### src/rtl/muldiv_pkg.sv
// Shared definitions for the RV32M multiply/divide unit: op encoding, FSM states, defaults.
package muldiv_pkg;

  localparam int DEF_DATA_WIDTH = 32;

  typedef enum logic [2:0] {
    OP_MUL    = 3'd0,
    OP_MULH   = 3'd1,
    OP_MULHSU = 3'd2,
    OP_MULHU  = 3'd3,
    OP_DIV    = 3'd4,
    OP_DIVU   = 3'd5,
    OP_REM    = 3'd6,
    OP_REMU   = 3'd7
  } op_e;

  localparam logic [1:0] ST_IDLE = 2'd0;
  localparam logic [1:0] ST_CALC = 2'd1;
  localparam logic [1:0] ST_DONE = 2'd2;

  typedef enum logic [1:0] {
    IDLE = ST_IDLE,
    CALC = ST_CALC,
    DONE = ST_DONE
  } state_e;

  function automatic logic a_is_signed(input logic [2:0] op);
    return (op == OP_MULH) || (op == OP_MULHSU) || (op == OP_DIV) || (op == OP_REM);
  endfunction

  function automatic logic b_is_signed(input logic [2:0] op);
    return (op == OP_MULH) || (op == OP_DIV) || (op == OP_REM);
  endfunction

endpackage

### src/rtl/muldiv_iter.sv
// Radix-2 iteration datapath: shift-add multiply, and restoring divide when MULDIV_DIV_EN is defined.
// Outputs are the register values after one more step, so the caller can capture the final step.
module muldiv_iter #(
  parameter int DATA_WIDTH = 32
) (
  input  logic                  clk,
  input  logic                  rst,
  input  logic                  i_load,
  input  logic                  i_step,
`ifdef MULDIV_DIV_EN
  input  logic                  i_div,
`endif
  input  logic [DATA_WIDTH-1:0] i_a,
  input  logic [DATA_WIDTH-1:0] i_b,
  output logic [DATA_WIDTH-1:0] o_hi_nxt,
  output logic [DATA_WIDTH-1:0] o_lo_nxt
);

  logic [DATA_WIDTH-1:0] r_hi;
  logic [DATA_WIDTH-1:0] r_lo;
  logic [DATA_WIDTH-1:0] r_b;
  logic [DATA_WIDTH:0]   w_add;

  // Multiply: hi accumulates the partial product, lo shifts the multiplier out / product bits in.
  always_comb begin
    w_add = {1'b0, r_hi} + (r_lo[0] ? {1'b0, r_b} : '0);
  end

`ifdef MULDIV_DIV_EN
  logic                r_div;
  logic [DATA_WIDTH:0] w_shift;
  logic [DATA_WIDTH:0] w_trial;
  logic                w_fits;

  // Divide: hi is the partial remainder, lo shifts dividend bits out and quotient bits in.
  always_comb begin
    w_shift = {r_hi, r_lo[DATA_WIDTH-1]};
    w_trial = w_shift - {1'b0, r_b};
    w_fits  = ~w_trial[DATA_WIDTH];
  end
`endif

  always_comb begin
    o_hi_nxt = w_add[DATA_WIDTH:1];
    o_lo_nxt = {w_add[0], r_lo[DATA_WIDTH-1:1]};
`ifdef MULDIV_DIV_EN
    if (r_div) begin
      o_hi_nxt = w_fits ? w_trial[DATA_WIDTH-1:0] : w_shift[DATA_WIDTH-1:0];
      o_lo_nxt = {r_lo[DATA_WIDTH-2:0], w_fits};
    end
`endif
  end

  always_ff @(posedge clk or posedge rst) begin
    if (rst) begin
      r_hi  <= '0;
      r_lo  <= '0;
      r_b   <= '0;
`ifdef MULDIV_DIV_EN
      r_div <= 1'b0;
`endif
    end else if (i_load) begin
      r_hi  <= '0;
      r_lo  <= i_a;
      r_b   <= i_b;
`ifdef MULDIV_DIV_EN
      r_div <= i_div;
`endif
    end else if (i_step) begin
      r_hi  <= o_hi_nxt;
      r_lo  <= o_lo_nxt;
    end
  end

endmodule

### src/rtl/muldiv_unit.sv
// RV32M multiply/divide unit: FSM, sign handling and divide special cases around muldiv_iter.
// Divide ops 4-7 are only implemented when MULDIV_DIV_EN is defined; otherwise they complete with result 0, no write.
module muldiv_unit
  import muldiv_pkg::*;
#(
  parameter int DATA_WIDTH    = DEF_DATA_WIDTH,
  parameter int ADDRESS_WIDTH = 5
) (
  input  logic                     clk,
  input  logic                     rst,
  input  logic                     start,
  input  logic [2:0]               op,
  input  logic [DATA_WIDTH-1:0]    a,
  input  logic [DATA_WIDTH-1:0]    b,
  input  logic [ADDRESS_WIDTH-1:0] rd,
  output logic                     busy,
  output logic                     done,
  output logic [DATA_WIDTH-1:0]    result,
  output logic [ADDRESS_WIDTH-1:0] wb_addr,
  output logic                     wb_we,
  output logic [1:0]               o_dbg_state
);

  localparam int CW = $clog2(DATA_WIDTH);
  localparam logic [CW-1:0] LAST_STEP = CW'(DATA_WIDTH - 1);

  state_e                   r_state;
  op_e                      r_op;
  logic                     r_neg;
  logic [ADDRESS_WIDTH-1:0] r_rd;
  logic [CW-1:0]            r_cnt;
  logic [DATA_WIDTH-1:0]    r_result;
  logic [ADDRESS_WIDTH-1:0] r_wb_addr;
  logic                     r_wr_ok;

  logic                     w_a_sgn;
  logic                     w_b_sgn;
  logic [DATA_WIDTH-1:0]    w_mag_a;
  logic [DATA_WIDTH-1:0]    w_mag_b;
  logic                     w_neg;
  logic                     w_bypass;
  logic [DATA_WIDTH-1:0]    w_bypass_res;
  logic                     w_bypass_we;
  logic                     w_load;
  logic                     w_step;
  logic [DATA_WIDTH-1:0]    w_hi_nxt;
  logic [DATA_WIDTH-1:0]    w_lo_nxt;
  logic [2*DATA_WIDTH-1:0]  w_prod;
  logic [DATA_WIDTH-1:0]    w_final;

  // Remainder follows the dividend's sign; everything else is the XOR of operand signs.
  always_comb begin
    w_a_sgn = a_is_signed(op) & a[DATA_WIDTH-1];
    w_b_sgn = b_is_signed(op) & b[DATA_WIDTH-1];
    w_mag_a = w_a_sgn ? -a : a;
    w_mag_b = w_b_sgn ? -b : b;
    w_neg   = (op[2] && op[1]) ? w_a_sgn : (w_a_sgn ^ w_b_sgn);
  end

`ifdef MULDIV_DIV_EN
  logic w_div_zero;
  logic w_ovf;

  always_comb begin
    w_div_zero   = (b == '0);
    w_ovf        = ((op == OP_DIV) || (op == OP_REM)) &&
                   (a == {1'b1, {(DATA_WIDTH-1){1'b0}}}) && (b == '1);
    w_bypass     = op[2] && (w_div_zero || w_ovf);
    w_bypass_we  = 1'b1;
    if (w_div_zero) w_bypass_res = op[1] ? a : '1;
    else            w_bypass_res = op[1] ? '0 : a;
  end
`else
  always_comb begin
    w_bypass     = op[2];
    w_bypass_we  = 1'b0;
    w_bypass_res = '0;
  end
`endif

  assign w_load = (r_state == IDLE) && start && !w_bypass;
  assign w_step = (r_state == CALC);

  muldiv_iter #(.DATA_WIDTH(DATA_WIDTH)) u_iter (
    .clk      (clk),
    .rst      (rst),
    .i_load   (w_load),
    .i_step   (w_step),
`ifdef MULDIV_DIV_EN
    .i_div    (op[2]),
`endif
    .i_a      (w_mag_a),
    .i_b      (w_mag_b),
    .o_hi_nxt (w_hi_nxt),
    .o_lo_nxt (w_lo_nxt)
  );

  // Sign fix on the value the final step produces, captured as the FSM enters DONE.
  always_comb begin
    w_prod  = {w_hi_nxt, w_lo_nxt};
    if (r_neg) w_prod = -w_prod;
    w_final = '0;
    case (r_op)
      OP_MUL:                       w_final = w_prod[DATA_WIDTH-1:0];
      OP_MULH, OP_MULHSU, OP_MULHU: w_final = w_prod[2*DATA_WIDTH-1:DATA_WIDTH];
`ifdef MULDIV_DIV_EN
      OP_DIV, OP_DIVU:              w_final = r_neg ? -w_lo_nxt : w_lo_nxt;
      OP_REM, OP_REMU:              w_final = r_neg ? -w_hi_nxt : w_hi_nxt;
`endif
      default:                      w_final = '0;
    endcase
  end

  always_ff @(posedge clk or posedge rst) begin
    if (rst) begin
      r_state   <= IDLE;
      r_op      <= OP_MUL;
      r_neg     <= 1'b0;
      r_rd      <= '0;
      r_cnt     <= '0;
      r_result  <= '0;
      r_wb_addr <= '0;
      r_wr_ok   <= 1'b0;
    end else begin
      case (r_state)
        IDLE: begin
          if (start) begin
            r_op  <= op_e'(op);
            r_rd  <= rd;
            r_neg <= w_neg;
            r_cnt <= '0;
            if (w_bypass) begin
              r_state   <= DONE;
              r_result  <= w_bypass_res;
              r_wb_addr <= rd;
              r_wr_ok   <= w_bypass_we;
            end else begin
              r_state <= CALC;
            end
          end
        end
        CALC: begin
          r_cnt <= r_cnt + 1'b1;
          if (r_cnt == LAST_STEP) begin
            r_state   <= DONE;
            r_result  <= w_final;
            r_wb_addr <= r_rd;
            r_wr_ok   <= 1'b1;
          end
        end
        DONE:    r_state <= IDLE;
        default: r_state <= IDLE;
      endcase
    end
  end

  assign busy        = (r_state != IDLE);
  assign done        = (r_state == DONE);
  assign result      = r_result;
  assign wb_addr     = r_wb_addr;
  assign wb_we       = done && (r_wb_addr != '0) && r_wr_ok;
  assign o_dbg_state = r_state;

endmodule

### config.mk
export PLATFORM = sky130hd
export DESIGN_NAME = muldiv_unit
export DESIGN_NICKNAME = d
export VERILOG_FILES = /design/src/rtl/muldiv_pkg.sv /design/src/rtl/muldiv_iter.sv /design/src/rtl/muldiv_unit.sv
export SDC_FILE = /design/constraint.sdc
export NUM_CORES = 1
export LEC_CHECK = 0
export CAP_MARGIN = 20
export CORE_ASPECT_RATIO = 0.7
export CORE_MARGIN = 5
export CORE_UTILIZATION = 45
export CTS_CLUSTER_DIAMETER = 100
export DETAILED_ROUTE_END_ITERATION = 8
export DONT_BUFFER_PORTS = 1
export PLACE_DENSITY = 0.57
export SYNTH_ARGS = -nofsm -noshare
export SYNTH_HDL_FRONTEND = slang
export SYNTH_SLANG_ARGS = --single-unit
### constraint.sdc
create_clock -name clk -period 15.25 [get_ports clk]
set_input_delay 3.8125 -clock clk [delete_from_list [all_inputs] [get_ports clk]]
set_output_delay 3.8125 -clock clk [all_outputs]
set_load 0.02 [all_outputs]
==> flow_metrics.tcl <==
set metrics [dict create \
    p_leak_nw 4.881 \
    drive_gt1_share_pct 5.418 \
    synth_common_cells "234 x nand2_1, 150 x dfrtp_1, 139 x o21ai_0, 87 x xnor2_1, 83 x nor2_1" \
    min-delay-path-class "reg -> reg" \
    synth_cells 1326 \
    clkTransAtPathRegs_ps 70 \
    slew_headroom_pct 31.50 \
    rr_startpoint "u_iter.r_lo[0]" \
    drc 0 \
    antenna_found_initial 1 \
    die-area_um2 27270 \
    fin_nets 1392 \
    postPlaceCellArea_um2 11010 \
    overflow 0 \
    dr.pass1.iters 5 \
    p_sw_mw 1.080 \
    yosysMostFrequentCell "nand2_1" \
    setup_viol 0 \
    ir_drop_mv 0.1884 \
    timing.max_cap.violations 0 \
    totalPowerFinal_mw 2.315 \
    gp_congestion 0.9007 \
    wire_per_inst_um 19.57 \
    vias 9407 \
    final_hold_viol_count 0 \
    outcome "finished clean" \
    timing.final.crit_share_pct 42.74 \
    ys_types 71 \
    p_int_mw 1.235 \
    post-place-ws_ps 8360 \
    cts.sink_count 150 \
    postRouteAntennaNets 0 \
    cts-htree-levels 4 \
    utilization_pct 49.04 \
    rsz0062_at_grt "no" \
    drt-total-wl_mm 31.51 \
    clock_path_buffers 2 \
    swShare_pct 46.67 \
    io_pins 117 \
    ys_ff_latch 150 \
    layout.cells.non_filler 1610 \
    whs_ps 471.7 \
    stdcell_area_um2 11590 \
    cts_tree "done" \
    r2r_slack_ps 10470 \
    critPathLaunchType "input port" \
    ctsResizeCount 0 \
    fin_setup_tns_ps 0 \
    slew_violations 0 \
    netlist_area_um2 10810 \
    cpMostUsedCell "or3_1" \
    slowest_stage "nor4_1" \
    yosysWarningCount 0 \
    max_slew.worst_pin.slew_ps 1028 \
    synthToLayoutAreaGrowth_pct 7.245 \
    ff2ff_path_depth 15 \
    fin_crit_ps 6518 \
    worstPathCellList "or4_1 > nor4_1 > nand3b_1 > or3_1 > or3_1 > o31ai_1 > xnor2_1 > nor2_1 > a31oi_1" \
    syn_avg_cell_area_um2 8.153 \
    grtUsageTotal_pct 23.07 \
    synth-seq-area-share_pct 34.72 \
    dieWidth_um 195.3 \
    coreArea_um2 23640 \
    synth_edf_count 0 \
    hold_start "u_iter.r_b[31]" \
    crit_start "a[10]" \
    p_clk_share_pct 18.1 \
    end_kind "flip-flop" \
    post-cts-setup-buffers 0 \
    drtIter0Drc 770 \
    num_antenna_cells 0 \
    clock-root-buffer "clkbuf_16" \
    io_buffers 0 \
    p_comb_share_pct 51.0 \
    ys.flop_type "dfrtp_1" \
    async_flop_share_pct 100.0 \
    clock_latency_ps 440 \
    place_hpwl_mm 23.34 \
    syn_nets 1439 \
    synth.area.top_cells "dfrtp_1 35%, nand2_1 8.1%, xnor2_1 7.0%, o21ai_0 6.4%, xor2_1 5.0%" \
    power_density_nw_per_um2 199.7 \
    fin_ws_ps 8732 \
    crit_path_max_incr_delay_ps 670 \
    yosysTopAreaCellShare_pct 34.72 \
    grt_pass1_wl_mm 50.54 \
    reg2reg_to "result[25]" \
    critPathKind "in -> reg" \
    pwr-share-seq_pct 30.9 \
    grt_pass1_vias 8702 \
    vias_per_cell 5.843 \
    skew_ps 12.67 \
    start_util_pct 45.73 \
    rows 47 \
    crit_fanout 5 \
    cp_data_arrival_time_ps 6880 \
    min_path_cells 2 \
    cts-buffers-inserted 17 \
    synth_largest_area_cell "dfrtp_1" \
    grt_max_degree 94 \
    fillCellCount 2342 \
    placedCellCount 1577 \
    required_ps 15610 \
    fmax_ghz 0.1534 \
    hold_buffers 0 \
    die_h_um 139.7 \
    hold_end "u_iter.r_b[31]" \
]
==> per-layer routing <==
layer	routed length (µm)	part of all wire [%]	vias to the layer above	track usage, %
met3	1745	5.5	23	5.243
met4	312	0.99	2	4.958
met5	13	0.041	-	0
li1	-	-	4607	-
met2	12700	40	222	30.69
met1	16740	53	4553	37.40
==> how the worst max path moves through the flow <==
stage                      endpoint  slack (ps)  cells after the start
floorplan            o_dbg_state[0]        7400                      1
global placement    u_iter.r_lo[27]        8430                      9
detailed placement  u_iter.r_lo[27]        8360                      9
CTS                 u_iter.r_lo[27]        8810                      9
global route        u_iter.r_lo[29]        8570                      9
finish              u_iter.r_lo[27]        8730                      9
==> state kept, by name (all words and copies together), names as in the netlist <==
signal and count:
r_neg 1, r_rd 5, result 32, r_wr_ok 1
r_op 3, o_dbg_state 2, u_iter.r_lo 32, u_iter.r_hi 32
u_iter.r_b 32, r_cnt 5, wb_addr 5
==> cell usage in the layout, fill, tap and decap left out, types with 4 or more instances in the layout <==
master and n:
o211ai_1 5, nor3_1 18, nand2b_1 9, or3_1 17
xor2_1 62, nand3b_1 8, nand3_1 44, mux2i_1 9
o21a_1 4, a22oi_1 18, nand2_1 233, a21oi_1 43
o21ai_1 5, a22o_1 14, a31oi_1 37, o221ai_1 4
dfrtp_1 149, a21o_1 7, a211oi_1 5, clkinv_2 5
inv_1 26, ha_1 37, o31ai_1 32, o21ai_0 139
nand4_1 12, xnor2_1 87, nor4_1 5, or2_2 5
o41ai_1 11, and3_1 5, nor2b_1 4, clkbuf_16 17
or4_1 7, o22ai_1 17, nor2_1 83, buf_4 10
and2_1 36
==> power groups by stage <==
| stage | registers (mW) | clock network (mW) | logic (mW) |
|---|---|---|---|
| 2_1_floorplan | 0.646 | 0 | 0.949 |
| 5_1_grt | 0.740 | 0.442 | 1.32 |
| 6_report | 0.715 | 0.420 | 1.18 |
| 3_3_place_gp | 0.715 | 0 | 1.16 |
| 4_1_cts | 0.714 | 0.425 | 1.18 |
| 3_5_place_dp | 0.718 | 0 | 1.18 |
==> critical path, delay by kind of cell <==
kind / cells / cell delay (ps)
AOI/OAI and AO/OA: 2 / 490
xor gates and xnor gates: 1 / 150
and+or+nand+nor: 6 / 2430
==> final cells by class <==
cell class,count,area [µm²],share of cell area [%]
sequential,150,3755,32.39
timing repair buffer,11,86.33,0.7447
multi-input combinational,1072,6680,57.62
inverter,27,106.4,0.9173
tap,318,397.9,3.432
clock inverter,11,97.59,0.8418
clock buffer,21,470.5,4.058
==> cells by family after synthesis <==
family	count (synthesis)	share of synthesized area, %
compound gates	368	21.75
simple gates	507	22.31
mux	9	0.8334
buf+inv	104	3.692
flops	150	34.72
xor+xnor	150	12.22
fa+ha+maj	38	4.468
(Power assumes the default switching activity.)
